==> config.mk <==
export PLATFORM = sky130hd
export DESIGN_NAME = stopwatch_ctrl
export DESIGN_NICKNAME = d
export VERILOG_FILES = /design/src/rtl/stopwatch_ctrl.sv
export SDC_FILE = /design/constraint.sdc
export NUM_CORES = 1
export LEC_CHECK = 0
export ABC_AREA = 1
export BUFFER_PORTS_ARGS = -buffer_cell sky130_fd_sc_hd__buf_2
export CORE_ASPECT_RATIO = 0.75
export CORE_UTILIZATION = 64
export CTS_BUF_LIST = sky130_fd_sc_hd__clkbuf_2
export DETAILED_ROUTE_END_ITERATION = 10
export PLACE_DENSITY = 0.82
export SYNTH_ARGS = -nofsm -noshare
export SYNTH_HDL_FRONTEND = slang
export SYNTH_SLANG_ARGS = --single-unit
==> constraint.sdc <==
create_clock -name clk_base -period 1.5 [get_ports clk_base]
set_input_delay 0.15 -clock clk_base [delete_from_list [all_inputs] [get_ports clk_base]]
set_output_delay 0.15 -clock clk_base [all_outputs]
set_load 0.02 [all_outputs]
==> src/rtl/stopwatch_ctrl.sv <==
// Run controller for the stopwatch counter chain: synchronises and debounces
// three push-buttons and sequences the counter through IDLE/RUN/LAP/PAUSED.
module stopwatch_ctrl #(
  parameter int DEBOUNCE_CYCLES = 250000,
  parameter int DB_W            = 18
) (
  input  logic       clk_base,
  input  logic       reset,
  input  logic       btn_start_stop,
  input  logic       btn_lap,
  input  logic       btn_clear,
  output logic       run,
  output logic       clear_cnt,
  output logic       lap_hold,
  output logic [1:0] state
);

  // Gray-ordered so run and lap_hold decode straight from the state bits.
  typedef enum logic [1:0] {
    IDLE   = 2'b00,
    RUN    = 2'b01,
    LAP    = 2'b11,
    PAUSED = 2'b10
  } state_t;

  localparam int BTN_SS  = 0;
  localparam int BTN_LAP = 1;
  localparam int BTN_CLR = 2;

  localparam logic [DB_W-1:0] CNT_LAST = DB_W'(DEBOUNCE_CYCLES - 1);

  logic [2:0]      raw;
  logic [2:0]      sync1;
  logic [2:0]      sync2;
  logic [2:0]      db;
  logic [2:0]      db_q;
  logic [2:0]      evt;
  logic [DB_W-1:0] cnt [3];

  state_t state_r;
  state_t state_d;
  logic   clear_d;

  assign raw = {btn_clear, btn_lap, btn_start_stop};

  // A level is accepted only after it differs from db for DEBOUNCE_CYCLES edges in a row.
  always_ff @(posedge clk_base or negedge reset) begin
    if (!reset) begin
      sync1 <= '0;
      sync2 <= '0;
      db    <= '0;
      db_q  <= '0;
      evt   <= '0;
      for (int i = 0; i < 3; i++) cnt[i] <= '0;
    end else begin
      sync1 <= raw;
      sync2 <= sync1;
      db_q  <= db;
      evt   <= db & ~db_q;
      for (int i = 0; i < 3; i++) begin
        if (sync2[i] == db[i]) begin
          cnt[i] <= '0;
        end else if (cnt[i] == CNT_LAST) begin
          db[i]  <= sync2[i];
          cnt[i] <= '0;
        end else begin
          cnt[i] <= cnt[i] + DB_W'(1);
        end
      end
    end
  end

  always_ff @(posedge clk_base or negedge reset) begin
    if (!reset) begin
      state_r   <= IDLE;
      clear_cnt <= 1'b0;
    end else begin
      state_r   <= state_d;
      clear_cnt <= clear_d;
    end
  end

  // start_stop outranks clear, which outranks lap; an ignored event never blocks a lower one.
  always_comb begin
    state_d = state_r;
    clear_d = 1'b0;
    case (state_r)
      IDLE: begin
        if (evt[BTN_SS]) begin
          state_d = RUN;
        end else if (evt[BTN_CLR]) begin
          state_d = IDLE;
          clear_d = 1'b1;
        end
      end
      RUN: begin
        if (evt[BTN_SS])       state_d = PAUSED;
        else if (evt[BTN_LAP]) state_d = LAP;
      end
      LAP: begin
        if (evt[BTN_SS])       state_d = PAUSED;
        else if (evt[BTN_LAP]) state_d = RUN;
      end
      PAUSED: begin
        if (evt[BTN_SS]) begin
          state_d = RUN;
        end else if (evt[BTN_CLR]) begin
          state_d = IDLE;
          clear_d = 1'b1;
        end
      end
      default: state_d = IDLE;
    endcase
  end

  assign state    = state_r;
  assign run      = state_r[0];
  assign lap_hold = &state_r;

endmodule

==> results of run 1 <==
-- final cells by class --
class | count | area [µm²] | share of cell area (%)
clock buffers | 10 | 50.0 | 1.24
clock inverters | 6 | 83.8 | 2.07
inverters | 46 | 173 | 4.27
multi-input cells | 309 | 1670 | 41.3
flip-flops and latches | 72 | 1800 | 44.6
well taps | 75 | 93.8 | 2.32
repair buffers | 22 | 170 | 4.21
-- metal layers --
metal,GRT usage [%],wire length (µm),vias to the layer above
met4,9.68,105,0
met3,7.43,352,13
li1,-,-,1412
met5,0,0,-
met1,35.1,3450,1319
met2,41.9,3210,78
-- worst max-delay path by stage --
stage / startpoint / to / cells past startpoint
floorplan: cnt[36]$_DFF_PN0_ / cnt[48]$_DFF_PN0_ / 8
global placement: cnt[36]$_DFF_PN0_ / cnt[48]$_DFF_PN0_ / 8
detailed placement: cnt[36]$_DFF_PN0_ / cnt[37]$_DFF_PN0_ / 8
CTS: cnt[0]$_DFF_PN0_ / cnt[12]$_DFF_PN0_ / 7
global route: cnt[0]$_DFF_PN0_ / cnt[10]$_DFF_PN0_ / 9
finish: cnt[0]$_DFF_PN0_ / cnt[10]$_DFF_PN0_ / 9
-- cells by family after synthesis --
group | Yosys count | synth area share (%)
AOI/OAI and AO/OA | 23 | 3.79
and+or+nand+nor | 257 | 33.3
DFF | 72 | 50.0
adders and majority gates | 4 | 1.39
xor gates and xnor gates | 25 | 6.50
buffers and inverters | 47 | 5.00
-- stage by stage --
stage          setup TNS [ns]  util [%]  instance area (µm²)
4_1_cts                     0      73.8                 3970
6_report                    0      75.1                 4040
2_1_floorplan               0         -                 3600
5_1_grt                -0.198      75.1                 4040
3_3_place_gp                0      70.2                 3780
3_5_place_dp                0      70.2                 3780
-- placed cells by master, fill, tap and decap left out, drive strengths merged --
master	synthesis	layout
nor3	6	6
nor3b	5	5
and2	1	1
nand2	86	86
bufinv	0	2
inv	46	46
buf	1	17
dfrtp	72	72
clkinv	0	4
dlygate4sd3	0	5
o22ai	1	1
o21ai	5	5
a31oi	1	1
xnor2	8	8
nor2	118	118
a21oi	13	13
nand3b	3	3
xor2	17	17
o21bai	3	3
nand4	6	6
nand3	32	32
ha	4	4
clkbuf	0	10
-- registers in the layout, summed over array words and instances (netlist names) --
name,cells
sync2,3
evt,3
clear_cnt,1
cnt,54
db,3
sync1,3
state,2
db_q,3
-- power by group --
group	internal (mW)	switching, mW	total (mW)	leakage (nW)
combinational	0.0582	0.0982	0.156	0.729
clock	0.553	0.686	1.24	0.0857
sequential	1.97	0.0210	1.99	0.983
total	2.58	0.805	3.39	1.80
-- worst max-delay path, delay by kind of cell (launching register included) --
family        cells  cell delay [ns]
fa+ha+maj         1             0.20
buf+inv           1             0.09
flops             1             0.40
simple gates      7             0.70
-- repair_timing --
item,in CTS,in global routing
pin swaps,0,1
hold buffers,5,0
setup endpoints to repair,1,28
hold endpoints to repair,75,0
setup buffers,0,4
resized for setup,2,12
cloned,0,0
==> reports/results.tsv, run 1 <==
metric	value	unit
worst r2r src	cnt[0]$_DFF_PN0_	
average size of a mapped cell	8.42	µm²
post-synthesis async set-or-reset flop share	100	%
number of enable flip-flop cells after synthesis	0	
most area-consuming cells after synthesis	dfrtp_1, nor2_1, nand2_1, inv_1, nand3_1	
crit path time final	1.44	ns
share of cells above drive strength 1	16.6	%
clk_lat worst skew	0.52	ns
Max Cap Viol	0	
yosys warns	0	
Final WS setup	0.0555	ns
Vias	2822	
Syn Nets	437	
RSZ-0062 raised after global routing	true	
Bufs on Longest Clock Path	2	
top cells by count, synth	nor2_1, nand2_1, dfrtp_1, inv_1, nand3_1	
Synth cell types	28	
Worst Setup Start Kind	flop	
ys flop type	dfrtp_1	
Mapped Cells	428	
pin count of the biggest net entering global routing	39	
Iter 0 DRT Violations	233	
Synth top area share	50.0	%
Die Span Y	67.0	µm
# clock sinks	72	
# fillers	400	
Total GRT Usage	26.6	%
area of the core	5380	µm²
wire length per cell	13.2	µm
Ports	10	
CP Data Required Time	1.98	ns
crit path DAT	1.92	ns
status	completed	
cells along the critical path	ha_2, nand3_2, inv_2, nand2_1, nor2_2, nand2_1, nand2_1, nand2_1, nor2_1	
first-pass GRT wire length	11.6	mm
Setup Viol. Count Final	0	
Placed Cells	515	
slew at the pin closest to its max-slew limit	0.467	ns
FF+latch count, synth	72	
Final period util	96.3	%
Remaining DRCs	0	
CTS H-tree lvls	3	
register area share after synthesis	50.0	%
CP most frequent cell	nand2_1	
die area	5940	µm²
Buffers on Ports	9	
total power	3.39	mW
Final Hold Viols	0	
initial antenna violation count	0	
Initial Util	66.9	%
FMAX	0.692	GHz
Critical-path top delay cell	dfrtp_1	
R2R depth	9	
gpl congestion	0.905	
TritonCTS clock tree	yes	
Antenna Nets Post-Route	0	
Slew headroom	68.6	%
DR vias/cell	5.23	
Pins Over Slew Limit	0	
first drt pass iteration count	5	
Synth area leader	dfrtp_1	
Crit path largest cell delay	0.40	ns
row count	23	
WS Path Type	flop to flop	
IR drop worst, VDD	649	µV
gr ovfl total	0	
LEAKAGE	1.80	nW
DIE WIDTH	88.6	µm
Reg2Reg Setup Slack	0.06	ns
dpl ws	0.0410	ns
# diodes	0	
WL final	7.11	mm
vias in the first global route	2615	
reg2reg end	cnt[10]$_DFF_PN0_	
Num CTS Buffers	9	
synth-to-layout area growth	12.3	%
synthesized cell area	3600	µm²
HPWL Detailed	4.90	mm
final std cells w/o fill	540	
nets	469	
Clock transition at path regs	0.20	ns
pwr/cell area	837	nW/µm²
Worst Hold Slack	0.122	ns
CP endpoint kind	flop	
Fin Clk Skew	0.0179	ns
worst hold path type	input pin to asynchronous set/reset pin	
Root Buffer	clkbuf_2	
Critical Path Fanout Max	3	
most frequent cell after synthesis	nor2_1	
Power figures use the tool's default switching activity.
==> run 2, diff against run 1 <==
Settings changed: CELL_PAD_IN_SITES_DETAIL_PLACEMENT set to 0, CELL_PAD_IN_SITES_GLOBAL_PLACEMENT set to 2, CORE_UTILIZATION 64 to 43, PLACE_DENSITY 0.82 to unset, PLACE_DENSITY_LB_ADDON set to 0.1, SKIP_LAST_GASP set to 1.
Clock period 1.5 ns to 1.9 ns, I/O delays scaled along.
==> run 2 against run 1 <==
Net effect:
- count of clock-buffer cells in the layout down 1
- sequential power down 21%
- sequential share of layout area up 1.2 points
- final cell count up 4.6%
- flip-flop and latch count unchanged
- maximum frequency down 3.0%
- setup slack better by 0.36 ns
- critical endpoint is now cnt[36]$_DFF_PN0_
==> reports/results.tsv, run 2 (synthesized netlist as in run 1, its figures left out) <==
metric	value	unit
Bufs on Longest Clock Path	2	
Iter 0 DRT Violations	172	
gpl congestion	0.808	
area of the core	7990	µm²
CTS H-tree lvls	3	
Slew headroom	59.2	%
WL final	7.11	mm
Die Span Y	81.3	µm
Remaining DRCs	0	
Pins Over Slew Limit	0	
wire length per cell	12.6	µm
pin count of the biggest net entering global routing	49	
Ports	10	
crit path time final	1.49	ns
# fillers	790	
Max Cap Viol	0	
share of cells above drive strength 1	13.9	%
DIE WIDTH	108	µm
first drt pass iteration count	4	
IR drop worst, VDD	314	µV
Buffers on Ports	9	
die area	8750	µm²
TritonCTS clock tree	yes	
# clock sinks	72	
TNS Setup	0	ns
post-cts gate resize count	0	
worst hold path type	input pin to asynchronous set/reset pin	
pwr/cell area	617	nW/µm²
Setup Viol. Count Final	0	
multi-input logic area	1620	µm²
Final period util	78.4	%
slew at the pin closest to its max-slew limit	0.612	ns
HPWL Detailed	5.26	mm
first-pass GRT wire length	12.6	mm
synth-to-layout area growth	9.27	%
WS Path Type	flop to flop	
vias in the first global route	2648	
Initial Util	45.1	%
Clock transition at path regs	0.22	ns
Top reg by flops	cnt	
most frequent cells in the layout	nor2_1, nand2_1, dfrtp_1	
DR vias/cell	4.74	
most common cell after layout, fill and taps aside	nor2_1	
CP endpoint kind	flop	
FMAX	0.671	GHz
Final Hold Viols	0	
Num CTS Buffers	9	
gr ovfl total	0	
Root Buffer	clkbuf_2	
max reg flops	54	
Antenna Nets Post-Route	0	
sequential cell area	1800	µm²
CP Data Required Time	2.31	ns
# diodes	0	
Critical Path Fanout Max	6	
status	completed	
initial antenna violation count	0	
Vias	2680	
nets	464	
RSZ-0062 raised after global routing	false	
Worst Hold Slack	0.191	ns
Total GRT Usage	19.1	%
LEAKAGE	1.75	nW
crit path DAT	1.90	ns
Fin Clk Skew	0.0309	ns
Worst Setup Start Kind	flop	
clk_lat worst skew	0.52	ns
row count	28	
[run 2: changes by cell type in the layout (fill, tap and decap cells not counted), moves of 2 or more]
cell	before	now
inv_2	5	3
nand2_4	4	2
nand3_1	29	31
nor2_4	13	11
clkinvlp_4	0	2
inv_1	41	43
bufinv_16	2	0
buf_4	8	5
[run 2: cell type report]
cell class | count | area share, %
Clock buffer | 9 | 1.14
Sequential cell | 72 | 45.8
Tap cell | 105 | 3.34
Clock inverter | 7 | 1.21
Multi-Input combinational cell | 309 | 41.2
Inverter | 46 | 4.39
Timing Repair Buffer | 17 | 2.99
[run 2: final timing paths]
kind / startpoint / endpoint / slack (ns) / depth (start not counted)
worst min-delay path: reset / cnt[32]$_DFF_PN0_ / 0.19 / 2
worst max-delay path: cnt[36]$_DFF_PN0_ / cnt[36]$_DFF_PN0_ / 0.41 / 8
max in group asynchronous: reset / cnt[38]$_DFF_PN0_ / 1.11 / 3
min in group clk_base: btn_lap / sync1[1]$_DFF_PN0_ / 0.31 / 2
worst min register to register: sync1[2]$_DFF_PN0_ / sync2[2]$_DFF_PN0_ / 0.36 / 0
worst max register to register: cnt[36]$_DFF_PN0_ / cnt[36]$_DFF_PN0_ / 0.41 / 8
[run 2: where the power goes]
part	switching, mW	internal, mW	total [mW]
sequential	0.0164	1.56	1.57
combinational	0.0719	0.0341	0.106
clock	0.580	0.171	0.751
total	0.668	1.76	2.43
[run 2: metrics by stage]
| stage | total power [mW] | util, % | instance area, µm² | setup WS [ns] | instances |
|---|---|---|---|---|---|
| CTS | 2.49 | 49.3 | 3940 | 0.365 | 565 |
| detailed placement | 1.70 | 47.6 | 3800 | 0.418 | 545 |
| global route | 2.57 | 49.3 | 3940 | 0.237 | 565 |
| global placement | 1.70 | 47.6 | 3800 | 0.456 | 545 |
| floorplan | 1.64 | - | 3600 | 0.576 | 428 |
| finish | 2.43 | 49.3 | 3940 | 0.411 | 565 |
[run 2: repair_timing]
item	in CTS	in global routing
endpoints found under the hold margin	48	0
buffers inserted	0	0
hold buffers	4	0
[run 2: worst max-delay path, cell delays in order, from the launching register on]
cell     delay [ns]
dfrtp_1        0.42
ha_1           0.19
nand2_2        0.09
nor2_4         0.12
inv_2          0.05
nor2_2         0.13
nand3_2        0.17
nand2_2        0.17
nor2_1         0.05
[run 2: metal layers]
metal	vias up	part of all wire (%)	global-route usage, %
met5	-	0	0
met2	43	40	27.3
met1	1230	54	27.6
li1	1399	-	-
met3	8	4.1	5.38
met4	0	1.0	6.30
==> run 3, diff against run 2 <==
Settings changed: CORE_UTILIZATION 43 to 40.
Clock period 1.9 ns to 1.52 ns, I/O delays scaled along.
==> run 3 against run 2 <==
Net effect:
- the flow now finishes with violations (DRC)
- non-clock buffer count grew 10
- first-iteration DRC count down 47%
- setup slack got worse by 0.33 ns
- clock skew grew 0.010 ns
- clock power grew 46%
- critical endpoint is now cnt[43]$_DFF_PN0_
- largest power group unchanged
==> reports/results.tsv, run 3 (synthesized netlist as in run 1, its figures left out) <==
metric	value	unit
Buffers on Ports	9	
sequential cell area	1800	µm²
Final WS setup	0.0826	ns
Root Buffer	clkbuf_2	
Top reg by flops	cnt	
Ports	10	
# clock sinks	72	
DIE WIDTH	112	µm
Worst Setup Start Kind	flop	
Initial Util	41.9	%
Remaining DRCs	1	
vias in the first global route	2617	
gpl congestion	0.847	
multi-input logic area	1670	µm²
Final period util	94.6	%
crit path time final	1.44	ns
synth-to-layout area growth	14.1	%
Pins Over Slew Limit	0	
Final Hold Viols	0	
RSZ-0062 raised after global routing	true	
gr ovfl total	0	
first-pass GRT wire length	12.5	mm
Critical Path Fanout Max	6	
LEAKAGE	1.81	nW
Vias	2760	
row count	29	
final core utilization	47.8	%
most frequent cells in the layout	nor2_1, nand2_1, dfrtp_1	
crit path DAT	1.87	ns
wire length per cell	12.4	µm
clk_lat worst skew	0.54	ns
placed inst area	3870	µm²
max reg flops	54	
Critical-path top delay cell	dfrtp_1	
Die Span Y	84.2	µm
IR drop worst, VDD	648	µV
status	complete, but fails checks	
CTS H-tree lvls	3	
slew at the pin closest to its max-slew limit	0.422	ns
HPWL Detailed	5.31	mm
CP Data Required Time	1.95	ns
# diodes	0	
cells along the critical path	nor2_1, nand3b_1, nor2_1, nand3_4, nand2_4, nor2_1	
first drt pass iteration count	7	
CP endpoint kind	flop	
dpl ws	0.0450	ns
area of the core	8600	µm²
initial antenna violation count	0	
CP most frequent cell	nor2_1	
Clock transition at path regs	0.22	ns
DR vias/cell	4.78	
# fillers	851	
Slew headroom	71.6	%
WS Path Type	flop to flop	
Max Cap Viol	0	
die area	9390	µm²
pwr/cell area	782	nW/µm²
violated checks	DRC	
Iter 0 DRT Violations	92	
Crit path largest cell delay	0.50	ns
Total GRT Usage	17.3	%
Bufs on Longest Clock Path	2	
worst hold path type	input pin to asynchronous set/reset pin	
Num CTS Buffers	9	
Setup Viol. Count Final	0	
TritonCTS clock tree	yes	
nets	474	
pin count of the biggest net entering global routing	33	
WL final	7.18	mm
Antenna Nets Post-Route	0	
share of cells above drive strength 1	16.6	%
most common cell after layout, fill and taps aside	nor2_1	
FMAX	0.696	GHz
Fin Clk Skew	0.0410	ns
Post-Layout Inst Area	4110	µm²
run 3: per-layer routing:
layer | vias up | routed length (µm) | track usage (%)
met3 | 9 | 238 | 4.98
li1 | 1423 | - | -
met4 | 0 | 93 | 5.90
met1 | 1300 | 3760 | 24.5
met2 | 28 | 3080 | 25.5
met5 | - | 0 | 0
run 3: where the power goes:
group	switching, mW	total (mW)	internal, mW	leakage (nW)
logic	0.0957	0.154	0.0587	0.765
registers	0.0193	1.96	1.94	0.985
clock network	0.722	1.10	0.376	0.0636
total	0.837	3.22	2.38	1.81
run 3: metrics by stage:
| step | hold WS, ns | power (mW) | TNS, ns | instances |
|---|---|---|---|---|
| after floorplan | -0.144 | 2.05 | 0 | 428 |
| after global placement | 0.0927 | 2.14 | 0 | 555 |
| after detailed placement | 0.0904 | 2.14 | 0 | 555 |
| after CTS | 0.0418 | 3.28 | 0 | 576 |
| after global routing | 0.0444 | 3.38 | -0.0321 | 578 |
| final | 0.0922 | 3.22 | 0 | 578 |
run 3: final timing paths:
check,end,cells past startpoint,start,slack [ns]
max in group asynchronous,cnt[0]$_DFF_PN0_,3,reset,1.19
hold reg to reg,sync2[2]$_DFF_PN0_,0,sync1[2]$_DFF_PN0_,0.39
setup reg to reg,cnt[43]$_DFF_PN0_,6,cnt[46]$_DFF_PN0_,0.08
min in group clk_base,sync1[2]$_DFF_PN0_,2,btn_clear,0.23
hold / removal,cnt[52]$_DFF_PN0_,3,reset,0.09
setup / recovery,cnt[43]$_DFF_PN0_,6,cnt[46]$_DFF_PN0_,0.08
run 3: final cells by class:
cell class / instances / area share (%)
sequential: 72 / 43.8
multi-input combinational: 309 / 40.6
clock buffer: 9 / 1.10
inverter: 46 / 4.20
timing repair buffer: 27 / 5.30
clock inverter: 7 / 1.70
tap: 108 / 3.29
run 3: critical path: cells and delay by family, from the launching register on:
kind | cells | cell delay, ns
flip-flops | 1 | 0.50
AND/OR/NAND/NOR | 6 | 0.84
run 3: repair_timing:
action                                  in CTS  in global routing
gates resized for setup                      0                 12
hold endpoints to repair                    75                  0
hold buffers                                 5                  0
endpoints found under the setup margin       0                 30
setup buffers                                0                  2
